## config.mk

```make
export PLATFORM = sky130hd
export DESIGN_NAME = fft_stage5_seq
export DESIGN_NICKNAME = d
export VERILOG_FILES = /design/src/rtl/fft_stage5_seq.sv
export SDC_FILE = /design/constraint.sdc
export NUM_CORES = 2
export LEC_CHECK = 0
export ABC_CLOCK_PERIOD_IN_PS = 73300
export CAP_MARGIN = 20
export CORE_AREA = 2 2 493 495
export CTS_CLUSTER_DIAMETER = 100
export DETAILED_ROUTE_END_ITERATION = 7
export DIE_AREA = 0 0 495 497
export HOLD_SLACK_MARGIN = 0.1
export SLEW_MARGIN = 10
export SYNTH_ARGS = -nofsm -noshare
export SYNTH_HDL_FRONTEND = slang
export SYNTH_SLANG_ARGS = --single-unit
```

## constraint.sdc

```tcl
create_clock -name clk -period 73.3 [get_ports clk]
set_input_delay 18.325 -clock clk [delete_from_list [all_inputs] [get_ports clk]]
set_output_delay 18.325 -clock clk [all_outputs]
set_load 0.02 [all_outputs]
```

## src/rtl/fft_stage5_seq.sv

```systemverilog
// fft_stage5_seq: final radix-2 DIT stage of a 32-point fixed-point FFT.
// One time-multiplexed, two-stage pipelined butterfly walks pairs (k, k+16)
// with twiddle W32^k. All 32 results are published together with a finish pulse.
// Ports:
//   clk, reset            rising-edge clock, synchronous active-high reset
//   stage5_start          one-cycle pulse, captures in_*/tw_* when idle
//   stage5_Finish         one-cycle pulse, out_* updated this cycle
//   busy                  high from capture through the finish cycle
//   in_real/in_imag       32 samples, element i at [i*DW +: DW]
//   tw_real/tw_imag       16 twiddles, element k at [k*DW +: DW]
//   out_real/out_imag     32 results, element i at [i*DW +: DW]
module fft_stage5_seq #(
    parameter int unsigned DATA_WIDTH = 8,
    parameter int unsigned INTEGER    = 4,
    parameter int unsigned FRACTION   = 4
) (
    input  logic                       clk,
    input  logic                       reset,
    input  logic                       stage5_start,
    output logic                       stage5_Finish,
    output logic                       busy,
    input  logic [32*DATA_WIDTH-1:0]   in_real,
    input  logic [32*DATA_WIDTH-1:0]   in_imag,
    input  logic [16*DATA_WIDTH-1:0]   tw_real,
    input  logic [16*DATA_WIDTH-1:0]   tw_imag,
    output logic [32*DATA_WIDTH-1:0]   out_real,
    output logic [32*DATA_WIDTH-1:0]   out_imag
);

    localparam int unsigned DW     = DATA_WIDTH;
    localparam int unsigned N      = 32;
    localparam int unsigned HALF   = 16;
    localparam int unsigned PROD_W = 2 * (INTEGER + FRACTION);

    typedef enum logic [1:0] {
        S_IDLE,
        S_RUN,
        S_DRAIN
    } state_t;

    state_t        state_q;
    logic [3:0]    k_q;

    // Input bank (captured at start) and result bank
    logic [DW-1:0] x_re_q [N];
    logic [DW-1:0] x_im_q [N];
    logic [DW-1:0] w_re_q [HALF];
    logic [DW-1:0] w_im_q [HALF];
    logic [DW-1:0] r_re_q [N];
    logic [DW-1:0] r_im_q [N];

    // Butterfly stage-1 registers: a and the scaled product p = b*W
    logic          s1_v_q;
    logic [3:0]    s1_idx_q;
    logic [DW-1:0] s1_a_re_q;
    logic [DW-1:0] s1_a_im_q;
    logic [DW-1:0] s1_p_re_q;
    logic [DW-1:0] s1_p_im_q;

    logic signed [DW-1:0]     b_re_c, b_im_c, w_re_c, w_im_c;
    logic signed [PROD_W-1:0] rr_c, ii_c, ri_c, ir_c;
    logic [DW-1:0]            p_re_c, p_im_c;
    logic [DW-1:0]            sum_re_c, sum_im_c, dif_re_c, dif_im_c;
    logic [4:0]               lo_idx_c, hi_idx_c;

    // Stage 1: complex multiply of b = x[k+16] by W = w[k]; one extra bit
    // holds the sum/difference before the floor shift and truncation.
    always_comb begin
        b_re_c = x_re_q[{1'b1, k_q}];
        b_im_c = x_im_q[{1'b1, k_q}];
        w_re_c = w_re_q[k_q];
        w_im_c = w_im_q[k_q];
        rr_c   = b_re_c * w_re_c;
        ii_c   = b_im_c * w_im_c;
        ri_c   = b_re_c * w_im_c;
        ir_c   = b_im_c * w_re_c;
        p_re_c = DW'(($signed({rr_c[PROD_W-1], rr_c}) - $signed({ii_c[PROD_W-1], ii_c})) >>> FRACTION);
        p_im_c = DW'(($signed({ri_c[PROD_W-1], ri_c}) + $signed({ir_c[PROD_W-1], ir_c})) >>> FRACTION);
    end

    // Stage 2: modular add/subtract of the pair held in stage 1
    always_comb begin
        sum_re_c = s1_a_re_q + s1_p_re_q;
        sum_im_c = s1_a_im_q + s1_p_im_q;
        dif_re_c = s1_a_re_q - s1_p_re_q;
        dif_im_c = s1_a_im_q - s1_p_im_q;
        lo_idx_c = {1'b0, s1_idx_q};
        hi_idx_c = {1'b1, s1_idx_q};
    end

    // Control FSM, pipeline and banks
    always_ff @(posedge clk) begin
        if (reset) begin
            state_q       <= S_IDLE;
            k_q           <= '0;
            busy          <= 1'b0;
            stage5_Finish <= 1'b0;
            s1_v_q        <= 1'b0;
            s1_idx_q      <= '0;
            s1_a_re_q     <= '0;
            s1_a_im_q     <= '0;
            s1_p_re_q     <= '0;
            s1_p_im_q     <= '0;
            out_real      <= '0;
            out_imag      <= '0;
            for (int i = 0; i < N; i++) begin
                x_re_q[i] <= '0;
                x_im_q[i] <= '0;
                r_re_q[i] <= '0;
                r_im_q[i] <= '0;
            end
            for (int j = 0; j < HALF; j++) begin
                w_re_q[j] <= '0;
                w_im_q[j] <= '0;
            end
        end else begin
            stage5_Finish <= 1'b0;
            s1_v_q        <= 1'b0;

            if (s1_v_q) begin
                r_re_q[lo_idx_c] <= sum_re_c;
                r_im_q[lo_idx_c] <= sum_im_c;
                r_re_q[hi_idx_c] <= dif_re_c;
                r_im_q[hi_idx_c] <= dif_im_c;
            end

            case (state_q)
                S_IDLE: begin
                    busy <= stage5_start;
                    if (stage5_start) begin
                        for (int i = 0; i < N; i++) begin
                            x_re_q[i] <= in_real[i*DW +: DW];
                            x_im_q[i] <= in_imag[i*DW +: DW];
                        end
                        for (int j = 0; j < HALF; j++) begin
                            w_re_q[j] <= tw_real[j*DW +: DW];
                            w_im_q[j] <= tw_imag[j*DW +: DW];
                        end
                        k_q     <= '0;
                        state_q <= S_RUN;
                    end
                end
                S_RUN: begin
                    s1_v_q    <= 1'b1;
                    s1_idx_q  <= k_q;
                    s1_a_re_q <= x_re_q[{1'b0, k_q}];
                    s1_a_im_q <= x_im_q[{1'b0, k_q}];
                    s1_p_re_q <= p_re_c;
                    s1_p_im_q <= p_im_c;
                    k_q       <= k_q + 4'd1;
                    if (k_q == 4'(HALF - 1)) begin
                        state_q <= S_DRAIN;
                    end
                end
                S_DRAIN: begin
                    // Publish the bank with the final in-flight pair merged in
                    for (int i = 0; i < N; i++) begin
                        out_real[i*DW +: DW] <= r_re_q[i];
                        out_imag[i*DW +: DW] <= r_im_q[i];
                    end
                    out_real[lo_idx_c*DW +: DW] <= sum_re_c;
                    out_imag[lo_idx_c*DW +: DW] <= sum_im_c;
                    out_real[hi_idx_c*DW +: DW] <= dif_re_c;
                    out_imag[hi_idx_c*DW +: DW] <= dif_im_c;
                    stage5_Finish <= 1'b1;
                    state_q       <= S_IDLE;
                end
                default: begin
                    state_q <= S_IDLE;
                end
            endcase
        end
    end

endmodule

```

### Yosys cells after proc, flatten, opt, wreduce, memory -nomap -nowiden

Memory sizes are Yosys's and may differ from the RTL's. A register that Yosys moved wholly into a read port is not among the register bits.
Cells that the tools add are included.
Widths: inputs -> output; s select.

* bitwise logic cells: 96
* reduce and logical (&&, ||, !) cells: 8
* mux-type cells: 136
* shift operators: 6
* $add $sub $neg: 9
* order comparisons: 0
* eq/ne operators: 5
* divide/modulo/power cells: 0
* multipliers: 4

Operator list (count)
* $bwmux 256: 4
* $shiftx 8x34->256: 4
* $mux 8: 100
* $shift 8x34->256 const A: 2
* $or 1x1->1: 96
* $mul 8x8->12: 4
* $mux 5: 8
* $neg 7->34: 1
* $neg 8->34: 1
* $reduce_or 8->1: 4
* $mux 4: 5
* $add 8x8->8: 2
* $sub 8x8->8: 2
* $mux 1: 15
* $add 12x12->12: 1
* $sub 12x12->12: 1
* $pmux 4 s2: 1
* $add 4x1->4 const B: 1
* $eq 4x4->1 const B: 1
* $mux 2: 2
* $ne 2x2->1 const B: 2
* $pmux 2 s2: 1
* $reduce_and 2->1: 2
* $eq 2x1->1 const B: 1
* 3 further kinds: 3

* output and inout bits: 514
* memories: 6
* logic and storage cells: 280
* memory bits (writable): 1280
* memory bits (read-only): 0
* bits in latches: 0
* input bits: 771
* register bits after elaboration: 541

Memories
* r_im_q: words 32, width 8, rd ports 32, clocked after memory_dff 0, write ports 32, RTL line 50 `logic [DW-1:0] r_im_q [N];`
* r_re_q: words 32, width 8, rd ports 32, clocked after memory_dff 0, write ports 32, RTL line 49 `logic [DW-1:0] r_re_q [N];`
* x_im_q: words 32, width 8, rd ports 2, clocked after memory_dff 2, write ports 32, RTL line 46 `logic [DW-1:0] x_im_q [N];`
* x_re_q: words 32, width 8, rd ports 2, clocked after memory_dff 2, write ports 32, RTL line 45 `logic [DW-1:0] x_re_q [N];`
* w_im_q: words 16, width 8, rd ports 1, clocked after memory_dff 1, write ports 16, RTL line 48 `logic [DW-1:0] w_im_q [HALF];`
* w_re_q: words 16, width 8, rd ports 1, clocked after memory_dff 1, write ports 16, RTL line 47 `logic [DW-1:0] w_re_q [HALF];`

### Depth between registers and ports, before layout

* depth after elaboration: 5
* depth in mapped cells: 35
* mapped depth without buffers: 27

### Worst setup path before layout

No wires, ideal clock.

* kind: input port to flip-flop
* start: input reset
* end: memory w_im_q[0][0] (netlist bit), enable pin
* buffers on the path: 3
* stages: 4
* setup slack: 34499 ps
* data arrival time: 37519 ps
* data required time: 72019 ps
* setup time: 1281 ps
* cells stage by stage: clkbuf_1 -> clkbuf_1 -> clkbuf_1 -> nand2b_1

RTL lines
* start: declaration: RTL line 18 `input logic reset,`
* end: declaration: RTL line 48

==> flow_metrics.tcl <==
set metrics [dict create \
    outcome "finished, violations left" \
    violations "slew limit" \
    hpwlAfterDp_um 256000 \
    rsz0062_at_grt "false" \
    area_delta_synth_final_pct 26.8 \
    synth_nets 8640 \
    clock.fmax_mhz 46.2 \
    power.share.combinational 0.283 \
    synth_ff_type "edfxtp_1" \
    die_h_um 497 \
    setup-tns-final_ps 0 \
    power.share.clock 0.336 \
    power.density_nw_per_um2 28.4 \
    routed_wl_um 352000 \
    grtUsageTotal 0.277 \
    final_util 0.450 \
    cts_sinks 1809 \
    final_cell_mix "1283 x clkdlybuf4s50_1, 1248 x edfxtp_1, 1245 x nor2_1" \
    antenna_found_initial 141 \
    fin_crit_sh 0.295 \
    num_vias 65535 \
    firstDrtPassIters 7 \
    finClkSkew_ps 124 \
    synth_top_area_frac 0.439 \
    seqPwrFrac 0.381 \
    wire_per_inst_um 29.4 \
    nets 9621 \
    mappedNetlistArea_sq_um 85300 \
    mostFrequentLayoutCell "clkdlybuf4s50_1" \
    total_leakage_power_nw 38.2 \
    grt_max_degree 286 \
    coreArea_sq_um 240000 \
    ys_ff_latch 1809 \
    drive_above_1_share 0.0954 \
    grt-ovfl-total 0 \
    h-tree-depth 4 \
    worstHoldPathType "reg -> reg" \
    path_class "in -> reg" \
    grt_pass1_wl_um 484000 \
    cts_tree "done" \
    crit_arrival_ps 22160 \
    cp_max_fo 219 \
    synth-async-reset-ratio 0 \
    ctsHoldBuffers 0 \
    cts_setup_buffers 0 \
    slew_headroom -0.00748 \
    p_total_mw 3.07 \
    drt-initial-drc-count 8323 \
    num_rows 180 \
    min_period_ps 21650 \
    cts_buffer_depth 3 \
    final_antenna_net_count 0 \
    hold_viol_final 0 \
    yosysTopAreaCell "edfxtp_1" \
    synth-edff-count 1248 \
    portBuffers 1284 \
    ys_types 79 \
    ir_worst_vdd_v 0.0000449 \
    slew_viol_final 28 \
    clkLatencyLatePin_ps 920 \
    gp_congestion 0.978 \
    drcViolationCount 0 \
    crit_path_end_kind "register" \
    synth_area_per_cell_sq_um 11.3 \
    grt_pass1_vias 62581 \
    via_per_inst 5.48 \
    syn_inst 7570 \
    die_w_um 495 \
    switchingPower_mw 1.02 \
    switching_share 0.331 \
    synth_warnings 0 \
    cap_violations 0 \
    synthTopCellsByArea "edfxtp_1 44%, dfxtp_1 13%, nor2_1 5.5%" \
    pin_count 1285 \
    ys_seq_area_frac 0.571 \
    cts_resized 0 \
    clockRootBuffer "clkbuf_16" \
    worst_pin_slew_ps 1510 \
    start_util 0.355 \
    cp.required_ps 73810 \
    intPower_mw 2.05 \
    setup_viol 0 \
    dieArea_sq_um 246000 \
    cts.clk_slew.worst_paths_ps 60 \
    cts_inserted_buffers 195 \
    cp-start-kind "input pin" \
]
cells in the mapped netlist (all sizes together) (10+ instances only):
cell	count
edfxtp	1248
nor2	1248
dfxtp	561
clkbuf	559
nand2	547
and2	467
nor3	357
nor2b	339
inv	269
a211oi	263
mux4	208
o21ai	203
a21oi	189
fa	177
o211ai	137
ha	122
buf	90
xnor2	76
nand3	65
o311ai	61
or2	54
nand2b	42
o311a	28
xor2	22
a311oi	18
or3	17
or4	17
a221oi	16
a22o	14
o21bai	14
and3	13
nor4	13
a2111oi	12
a22oi	11
o21a	11
o221a	10
per-layer routing:
| metal | routed length, um | vias to the layer above | global-route usage |
|---|---|---|---|
| li1 | - | 28485 | - |
| met3 | 35600 | 861 | 0.0744 |
| met1 | 128000 | 32291 | 0.335 |
| met2 | 167000 | 3808 | 0.451 |
| met4 | 20400 | 90 | 0.142 |
| met5 | 640 | - | 0.00215 |
layout make-up:
cell class,count,area [sq um]
Tap cell,3185,3990
Fill cell,22328,132000
Antenna cell,61,153
Sequential cell,1809,48700
Clock buffer,269,5600
Clock inverter,99,1190
Timing Repair Buffer,1433,14100
Multi-Input combinational cell,4842,33300
Inverter,270,1010
per-stage QoR:
stage               area, sq um  cells  hold slack [ps]  worst slack, ps
floorplan                 85300   7570              444            34500
global route             108000  11949              477            51460
CTS                      108000  11904              462            51650
global placement         101000  11532              450            50790
detailed placement       101000  11536              449            50690
finish                   108000  11968              458            51650
logic make-up (layout without fill, tap and decap cells):
logic type / Yosys count / count (layout) / share of synthesized area
simple gates: 3196 / 3196 / 0.176
flops: 1809 / 1809 / 0.571
other cells: 0 / 61 / 0
mux: 217 / 217 / 0.0560
buf+inv: 919 / 2071 / 0.0420
compound gates: 1030 / 1030 / 0.0843
fa+ha+maj: 299 / 299 / 0.0595
xor+xnor: 100 / 100 / 0.0109
path summary, 6_finish.rpt:
check / start / endpoint / slack (ps) / depth (start not counted)
worst max-delay path: stage5_start / x_im_q[31][6] / 51650 / 5
worst min-delay path: out_real[121] / out_real[121] / 460 / 2
worst max register to register: register / s1_p_re_q[7] / 62950 / 25
worst min register to register: out_real[121] / out_real[121] / 460 / 2
critical path, stage by stage:
cell             delay (ps)
clkdlybuf4s50_1         700
nand2_1                 250
nand2b_4                710
buf_4                   910
buf_12                  790
state kept, by name, summed over array words and instances (netlist names), named ones only:
signal / cells
r_im_q: 240
x_im_q: 256
s1_p_re_q: 8
busy: 1
state_q: 2
k_q: 4
out_real: 256
w_re_q: 128
s1_a_re_q: 8
s1_p_im_q: 8
w_im_q: 128
s1_v_q: 1
out_imag: 256
r_re_q: 240
s1_a_im_q: 8
stage5_Finish: 1
x_re_q: 256
s1_idx_q: 4
power by group through the flow:
stage	Clock (mW)	Sequential, mW	Combinational (mW)
6_report	1.03	1.17	0.867
5_1_grt	1.08	1.17	0.928
4_1_cts	1.04	1.17	0.865
3_5_place_dp	0	1.19	0.860
3_3_place_gp	0	1.19	0.853
2_1_floorplan	0	1.21	0.518
No activity file was read; power rests on OpenSTA's default activity.
